File: src/rtl/ysyx_23060124_mem_arbiter.sv
// Two-master (IFU, LSU) to one-slave memory arbiter with a single outstanding transaction.
// The winning request is latched at grant; a silent slave is answered with an error after TIMEOUT cycles.
module ysyx_23060124_mem_arbiter #(
  parameter int ADDR_W   = 32,
  parameter int DATA_W   = 32,
  parameter int LSU_PRIO = 1,
  parameter int TIMEOUT  = 255
) (
  input  logic                  i_clk,
  input  logic                  i_rst,
  input  logic                  ifu_req_valid,
  output logic                  ifu_req_ready,
  input  logic [ADDR_W-1:0]     ifu_addr,
  output logic                  ifu_resp_valid,
  input  logic                  ifu_resp_ready,
  output logic [DATA_W-1:0]     ifu_rdata,
  output logic                  ifu_err,
  input  logic                  lsu_req_valid,
  output logic                  lsu_req_ready,
  input  logic [ADDR_W-1:0]     lsu_addr,
  input  logic                  lsu_wen,
  input  logic [DATA_W-1:0]     lsu_wdata,
  input  logic [DATA_W/8-1:0]   lsu_wstrb,
  output logic                  lsu_resp_valid,
  input  logic                  lsu_resp_ready,
  output logic [DATA_W-1:0]     lsu_rdata,
  output logic                  lsu_err,
  output logic                  mem_req_valid,
  input  logic                  mem_req_ready,
  output logic [ADDR_W-1:0]     mem_addr,
  output logic                  mem_wen,
  output logic [DATA_W-1:0]     mem_wdata,
  output logic [DATA_W/8-1:0]   mem_wstrb,
  input  logic                  mem_resp_valid,
  output logic                  mem_resp_ready,
  input  logic [DATA_W-1:0]     mem_rdata
);

  localparam int STRB_W = DATA_W / 8;
  localparam int TMO_W  = (TIMEOUT > 0) ? $clog2(TIMEOUT + 1) : 1;
  localparam logic [TMO_W-1:0] TMO_MAX = TMO_W'(TIMEOUT);

  localparam logic [1:0] S_IDLE = 2'd0;
  localparam logic [1:0] S_REQ  = 2'd1;
  localparam logic [1:0] S_RESP = 2'd2;

  localparam logic OWNER_IFU = 1'b0;
  localparam logic OWNER_LSU = 1'b1;

  logic [1:0]        state_q, state_d;
  logic              owner_q, owner_d;
  logic              last_owner_q, last_owner_d;
  logic [ADDR_W-1:0] addr_q, addr_d;
  logic              wen_q, wen_d;
  logic [DATA_W-1:0] wdata_q, wdata_d;
  logic [STRB_W-1:0] wstrb_q, wstrb_d;
  logic [TMO_W-1:0]  tmo_cnt_q, tmo_cnt_d;

  logic              grant_lsu;
  logic              tmo_hit;
  logic              owner_resp_ready;
  logic              resp_valid;
  logic              resp_err;
  logic [DATA_W-1:0] resp_data;

  // On a conflict the LSU wins under fixed priority, otherwise whoever was not served last.
  assign grant_lsu = lsu_req_valid &&
                     (!ifu_req_valid || (LSU_PRIO != 0) || (last_owner_q == OWNER_IFU));
  assign tmo_hit          = (TIMEOUT > 0) && (tmo_cnt_q == TMO_MAX);
  assign owner_resp_ready = (owner_q == OWNER_LSU) ? lsu_resp_ready : ifu_resp_ready;

  always_comb begin
    // NOTE: every signal written here gets a default first, so no path can infer a latch.
    state_d        = state_q;
    owner_d        = owner_q;
    last_owner_d   = last_owner_q;
    addr_d         = addr_q;
    wen_d          = wen_q;
    wdata_d        = wdata_q;
    wstrb_d        = wstrb_q;
    tmo_cnt_d      = tmo_cnt_q;
    ifu_req_ready  = 1'b0;
    lsu_req_ready  = 1'b0;
    mem_req_valid  = 1'b0;
    mem_resp_ready = 1'b0;
    resp_valid     = 1'b0;
    resp_err       = 1'b0;
    resp_data      = '0;

    // Handshake outputs stay quiet while reset is asserted so no master sees a phantom grant.
    if (!i_rst) begin
      case (state_q)
        S_IDLE: begin
          if (ifu_req_valid || lsu_req_valid) begin
            ifu_req_ready = !grant_lsu;
            lsu_req_ready = grant_lsu;
            owner_d       = grant_lsu ? OWNER_LSU : OWNER_IFU;
            state_d       = S_REQ;
            if (grant_lsu) begin
              addr_d  = lsu_addr;
              wen_d   = lsu_wen;
              wdata_d = lsu_wdata;
              wstrb_d = lsu_wstrb;
            end else begin
              addr_d  = ifu_addr;
              wen_d   = 1'b0;
              wdata_d = '0;
              wstrb_d = '1;
            end
          end
        end
        S_REQ: begin
          mem_req_valid = 1'b1;
          if (mem_req_ready) begin
            state_d   = S_RESP;
            tmo_cnt_d = '0;
          end
        end
        S_RESP: begin
          if (tmo_hit) begin
            resp_valid = 1'b1;
            resp_err   = 1'b1;
          end else begin
            resp_valid     = mem_resp_valid;
            resp_data      = mem_rdata;
            mem_resp_ready = owner_resp_ready;
            if (!mem_resp_valid && (TIMEOUT > 0)) tmo_cnt_d = tmo_cnt_q + 1'b1;
          end
          if (resp_valid && owner_resp_ready) begin
            state_d      = S_IDLE;
            last_owner_d = owner_q;
          end
        end
        default: state_d = S_IDLE;
      endcase
    end
  end

  assign ifu_resp_valid = resp_valid && (owner_q == OWNER_IFU);
  assign ifu_err        = resp_err && (owner_q == OWNER_IFU);
  assign ifu_rdata      = (owner_q == OWNER_IFU) ? resp_data : '0;
  assign lsu_resp_valid = resp_valid && (owner_q == OWNER_LSU);
  assign lsu_err        = resp_err && (owner_q == OWNER_LSU);
  assign lsu_rdata      = (owner_q == OWNER_LSU) ? resp_data : '0;

  assign mem_addr  = addr_q;
  assign mem_wen   = wen_q;
  assign mem_wdata = wdata_q;
  assign mem_wstrb = wstrb_q;

  // NOTE: flops use non-blocking assignments so every register samples pre-edge values.
  always_ff @(posedge i_clk) begin
    if (i_rst) begin
      state_q      <= S_IDLE;
      owner_q      <= OWNER_IFU;
      last_owner_q <= OWNER_IFU;
      addr_q       <= '0;
      wen_q        <= 1'b0;
      wdata_q      <= '0;
      wstrb_q      <= '0;
      tmo_cnt_q    <= '0;
    end else begin
      state_q      <= state_d;
      owner_q      <= owner_d;
      last_owner_q <= last_owner_d;
      addr_q       <= addr_d;
      wen_q        <= wen_d;
      wdata_q      <= wdata_d;
      wstrb_q      <= wstrb_d;
      tmo_cnt_q    <= tmo_cnt_d;
    end
  end

endmodule

File: config.mk
export PLATFORM = sky130hd
export DESIGN_NAME = ysyx_23060124_mem_arbiter
export DESIGN_NICKNAME = d
export VERILOG_FILES = /design/src/rtl/ysyx_23060124_mem_arbiter.sv
export SDC_FILE = /design/constraint.sdc
export NUM_CORES = 1
export LEC_CHECK = 0
export ABC_CLOCK_PERIOD_IN_PS = 1500
export BUFFER_PORTS_ARGS = -buffer_cell sky130_fd_sc_hd__buf_2
export CAP_MARGIN = 20
export CORE_AREA = 2 2 108 110
export CTS_BUF_LIST = sky130_fd_sc_hd__clkbuf_4 sky130_fd_sc_hd__clkbuf_8
export DETAILED_ROUTE_END_ITERATION = 7
export DIE_AREA = 0 0 110 112
export PLACE_DENSITY = 0.7
export SYNTH_ARGS = -nofsm -noshare
export SYNTH_HDL_FRONTEND = slang
export SYNTH_SLANG_ARGS = --single-unit
File: constraint.sdc
create_clock -name i_clk -period 1.5 [get_ports i_clk]
set_input_delay 0.075 -clock i_clk [delete_from_list [all_inputs] [get_ports i_clk]]
set_output_delay 0.075 -clock i_clk [all_outputs]
set_load 0.01 [all_outputs]
## Word-level counts from Yosys, hierarchy flattened

Cells that the tools add are included.

- Add/sub/neg operators: 1
- Eq/ne operators: 8
- Multiplexer cells: 38
- Bitwise gates (word level): 1
- Reduce and logical (&&, ||, !) cells: 12

Operators by type and width:

| operator | count |
|---|---|
| 32-bit two-way mux | 7 |
| 8-bit two-way mux | 3 |
| 1-bit two-way mux | 22 |
| 8-bit one-hot mux with 2 select lines | 1 |
| 2-bit != test, second input constant | 5 |
| 8-bit by 1-bit adder with 8-bit output, second input constant | 1 |
| 8-bit equality test, second input constant | 1 |
| 2-bit two-way mux | 3 |
| 2-bit one-hot mux with 3 select lines | 1 |
| 1-bit logical AND | 5 |
| 4-bit two-way mux | 1 |
| 4-bit AND reduction | 1 |
| 3-bit AND reduction | 1 |
| 2-bit by 1-bit equality test with 1-bit output, second input constant | 1 |
| 2-bit equality test, second input constant | 1 |
| 2-bit zero test | 1 |
| 2-bit AND reduction | 1 |
| 2-bit nonzero test | 1 |
| 1-bit zero test | 1 |
| 1-bit logical OR | 1 |
| 1-bit NOT | 1 |

- Register bits after elaboration: 80
- Bits of input ports: 141
- Output and inout bits: 141

## Logic depth before layout (Yosys ltp)

- Depth in word-level cells: 7
- Gate-level depth with buffers: 6

## Worst setup path before layout

Ideal clock, no wire load.

- Path kind: flip-flop to output port
- From: reg tmo_cnt_q[0]
- To: out lsu_rdata[10]
- Arrival: 1500 ps
- Path slack: -75 ps
- Stages on the path, launching flop included: 7
- Path buffers: 2
- Path through: dfxtp_1 ha_1 and3_1 clkbuf_1 a21oi_1 clkbuf_1 and2_1

- Word-level cells in the longest chain between the ends: 5

Ends and longest elaborated chain:

| item | RTL line | text |
|---|---|---|
| start: declaration | 57 | `logic [TMO_W-1:0] tmo_cnt_q, tmo_cnt_d;` |
| start signal: assignment | 170 | `tmo_cnt_q <= tmo_cnt_d;` |
| 8-bit equality test | 69 | `assign tmo_hit = (TIMEOUT > 0) && (tmo_cnt_q == TMO_MAX);` |
| 32-bit two-way mux | 120 | `if (tmo_hit) begin` |
| 32-bit two-way mux | 92 | `case (state_q)` |
| 32-bit two-way mux | 91 | `if (!i_rst) begin` |
| 32-bit two-way mux | 144 | `assign lsu_rdata = (owner_q == OWNER_LSU) ? resp_data : '0;` |
| end: declaration | 26 | `output logic [DATA_W-1:0] lsu_rdata,` |

Every way passes these cells.

## Worst setup path after layout

- From: reg state_q[0]
- To: out ifu_rdata[15]

- Word-level cells in the longest chain between the ends: 4

Ends and longest elaborated chain:

| item | RTL line | text |
|---|---|---|
| start: declaration | 50 | `logic [1:0] state_q, state_d;` |
| start signal: assignment | 163 | `state_q <= state_d;` |
| 2-bit equality test | 92 |  |
| 32-bit two-way mux | 92 |  |
| 32-bit two-way mux | 91 |  |
| 32-bit two-way mux | 141 | `assign ifu_rdata = (owner_q == OWNER_IFU) ? resp_data : '0;` |
| end: declaration | 16 | `output logic [DATA_W-1:0] ifu_rdata,` |

Every way passes these cells.

==> impl_metrics.toml <==
[run_status]
violations = "setup timing"
outcome = "complete, but fails checks"

[logic_synthesis]
synth-simple-area-share_pct = 20.4
synth_area_per_cell_um2 = 8.44
ys_top_cells_by_area = "dfxtp_1 41%, and2_1 10%, a21oi_1 9.1%, mux2i_1 9.0%, a211oi_1 6.7%"
synth-compound-area-share_pct = 24.0
syn_area_um2 = 3910
synth_fp_nets = 605
syn_inst = 463
synth-xor-area-share_pct = 0
synth_top_family_by_area = "compound AO/OA/AOI/OAI gates"
yosys.area.top_type = "dfxtp_1"
yosys.area_share.adder_pct = 0.320
ys_ff_latch = 80
synth_edf_count = 0
synth_cell_types = 39
ys_seq_area_share_pct = 41.0
synthFlopType = "dfxtp_1"
async_flop_share_pct = 0
synth_top_area_share_pct = 41.0
yosys_warnings = 0
muxShareOfSynthArea_pct = 8.97

[critical_path]
cp_data_required_time_ns = 1.42
r2r_slack_ns = -0.06
criticalPathCategory = "reg2out"
crit_path_top_delay_cell = "or3b_4"
slowest_delay_ns = 0.41
r2r_end = "tmo_cnt_q[5]"
endpoint_kind = "output port"
crit_path_max_fanout = 32
r2r_cells = 7
path_cells = "or3b_4 > a211oi_4 > buf_12 > and2_1 > buf_2"
startpoint_type = "register"
reg2reg_from = "tmo_cnt_q[0]"
crit_arrival_ns = 1.81
startpoint = "state_q[0]"

[run]
maxCapViolations = 0

[sta]
final.setup_skew_ns = 0.00971
fmax_mhz = 530
fin_ws_ns = -0.386
hold_viol_final = 0
whs_ns = 0.0219
fin_crit_sh_pct = 126
tightest_slew_ns = 0.529
period_needed_ns = 1.89
rsz0062_at_grt = "yes"
slew_headroom_pct = 63.8
report.final.slew_viol_count = 0
setup_viol = 74
setup_tns_ns = -21.71

[global_routing]
antenna_found_initial = 1
grt_remaining_overflow = 0
grt_max_degree = 37
grt_pass1_wl_um = 21700
grt_use_total_pct = 22.5
first_global_vias = 4513

[power_and_ir_drop]
sw_frac_of_total_pct = 29.6
seqPwrFrac_pct = 44.9
p_leak_uw = 0.00330
power_frac_clock_pct = 29.5
p_sw_uw = 1580
ir_worst_vdd_mv = 0.524
powerDensity_nw_per_um2 = 775
p_comb_share_pct = 25.6
p_int_uw = 3750

[detailed_routing]
dr.first_iter.drc_count = 230
ant_nets = 0
wl_per_cell_um = 16.5
dr_total_vias = 4797
wl_um = 15400
wl_met1_um = 5680
drc_errors = 0
wl_met2_um = 8170
via_per_inst = 5.13
route.met3.wl_um = 1080
drtPass1Iterations = 4
top_layer = "met4"

[floorplanning]
dieHeight_um = 112
dieArea_um2 = 12300
die_w_um = 110
row_count = 39
core_area_um2 = 11200
start_util_pct = 35.0
io_pins = 282

[cts]
clk_latency_ns = 0.35
path_clk_slew_ns = 0.08
cts_tree = "built"
root_buffer = "clkbuf_8"
cts_buffer_depth = 2
cts_sinks = 80
numCtsBuffers = 9
cts_max_level = 3

[final_layout]
final_cell_mix = "241 x buf_2, 75 x dfxtp_1, 68 x a21oi_1, 52 x buf_6, 38 x and2_4"
drive_above_1_share_pct = 52.6
ff_latch_area_um2 = 1610
final_common_cell = "buf_2"
area_growth_pct = 75.9
multi_input_area_um2 = 2420
final_nets = 929
fillers = 916

[worst_hold_path]
holdPathStages = 2
hp-class = "in2reg"
min-delay-start = "lsu_wstrb[2]"
holdPathEnd = "mem_wstrb[2]"

[placement]
gp_congestion = 0.808
dp_hpwl_um = 10400
port_buffers = 281
==> routing by layer <==
layer,track usage (%),vias to the layer above
li1,-,2300
met1,22.8,2230
met2,42.8,227
met3,4.86,40
met4,10.3,0
met5,0,-
==> power groups by stage <==
| stage | combinational [uW] | clock [uW] | sequential [uW] |
|---|---|---|---|
| floorplan | 526 | 0 | 2520 |
| global placement | 1160 | 0 | 2430 |
| detailed placement | 1190 | 0 | 2430 |
| CTS | 1290 | 1620 | 2390 |
| global route | 1480 | 1690 | 2410 |
| finish | 1370 | 1570 | 2390 |
==> what timing repair did <==
item / CTS / global route
cloned: 3 / 1
resized for setup: 38 / 101
hold buffers: 37 / 0
pin swaps: 9 / 41
hold endpoints to repair: 37 / 0
setup buffers: 3 / 8
endpoints found under the setup margin: 76 / 104
==> cell families (layout without fill, tap and decap cells) <==
kind of cell             count (synthesis)  count (layout)
AO/OA/AOI/OAI                          155             155
AND/OR/NAND/NOR                        140             140
flip-flops                              80              80
buffers and inverters                   52             380
multiplexers                            35              35
adder cells (fa/ha/maj)                  1               1
other                                    0               1
==> worst max-delay path by stage <==
stage                     to  cells past startpoint  slack (ns)
3_5_place_dp    tmo_cnt_q[3]                      4       -0.07
6_report       ifu_rdata[15]                      5       -0.39
2_1_floorplan  lsu_rdata[10]                      6       -0.01
5_1_grt        ifu_rdata[15]                      5       -0.45
3_3_place_gp    tmo_cnt_q[3]                      4       0.005
4_1_cts        ifu_rdata[11]                      5       -0.38
==> cell usage after synthesis (5+ instances only) <==
library cell	count
nor2_1	7
nor3_1	5
nand3_1	5
buf_1	5
a211oi_1	35
inv_1	6
dfxtp_1	80
and2_1	64
buf_2	13
o21ai_1	31
clkbuf_1	28
mux2i_1	35
nand2_1	36
a21oi_1	71
==> stage by stage <==
step / util (%) / area [um^2] / setup slack (ns) / total power, uW / cells
2_1_floorplan: - / 3960 / -0.0126 / 3050 / 463
3_3_place_gp: 50.3 / 5620 / 0.00457 / 3590 / 870
4_1_cts: 57.0 / 6370 / -0.384 / 5290 / 928
6_report: 61.5 / 6870 / -0.386 / 5330 / 935
5_1_grt: 61.5 / 6870 / -0.453 / 5590 / 935
3_5_place_dp: 50.3 / 5620 / -0.0685 / 3630 / 870
==> critical path: cells and delay by family, from the launching register on <==
kind	cells	cell delay (ns)
buffers and inverters	2	0.33
DFF	1	0.32
AOI/OAI and AO/OA	1	0.25
and+or+nand+nor	2	0.56
==> final cells by class <==
type,instances,share of cell area (%)
antenna,1,0.0364
clock buffer,10,2.00
clock inverter,5,0.837
inverter,6,0.328
multi-input combinational,331,35.2
sequential,80,23.4
tap,143,2.60
timing repair buffer,359,35.6
==> state kept, by name, summed over array words and instances (netlist names) <==
| name | count |
|---|---|
| mem_addr | 32 |
| mem_wdata | 32 |
| tmo_cnt_q | 8 |
| mem_wstrb | 4 |
| state_q | 2 |
| mem_wen | 1 |
| owner_q | 1 |
Note: power is estimated with default switching activity, not from simulation.
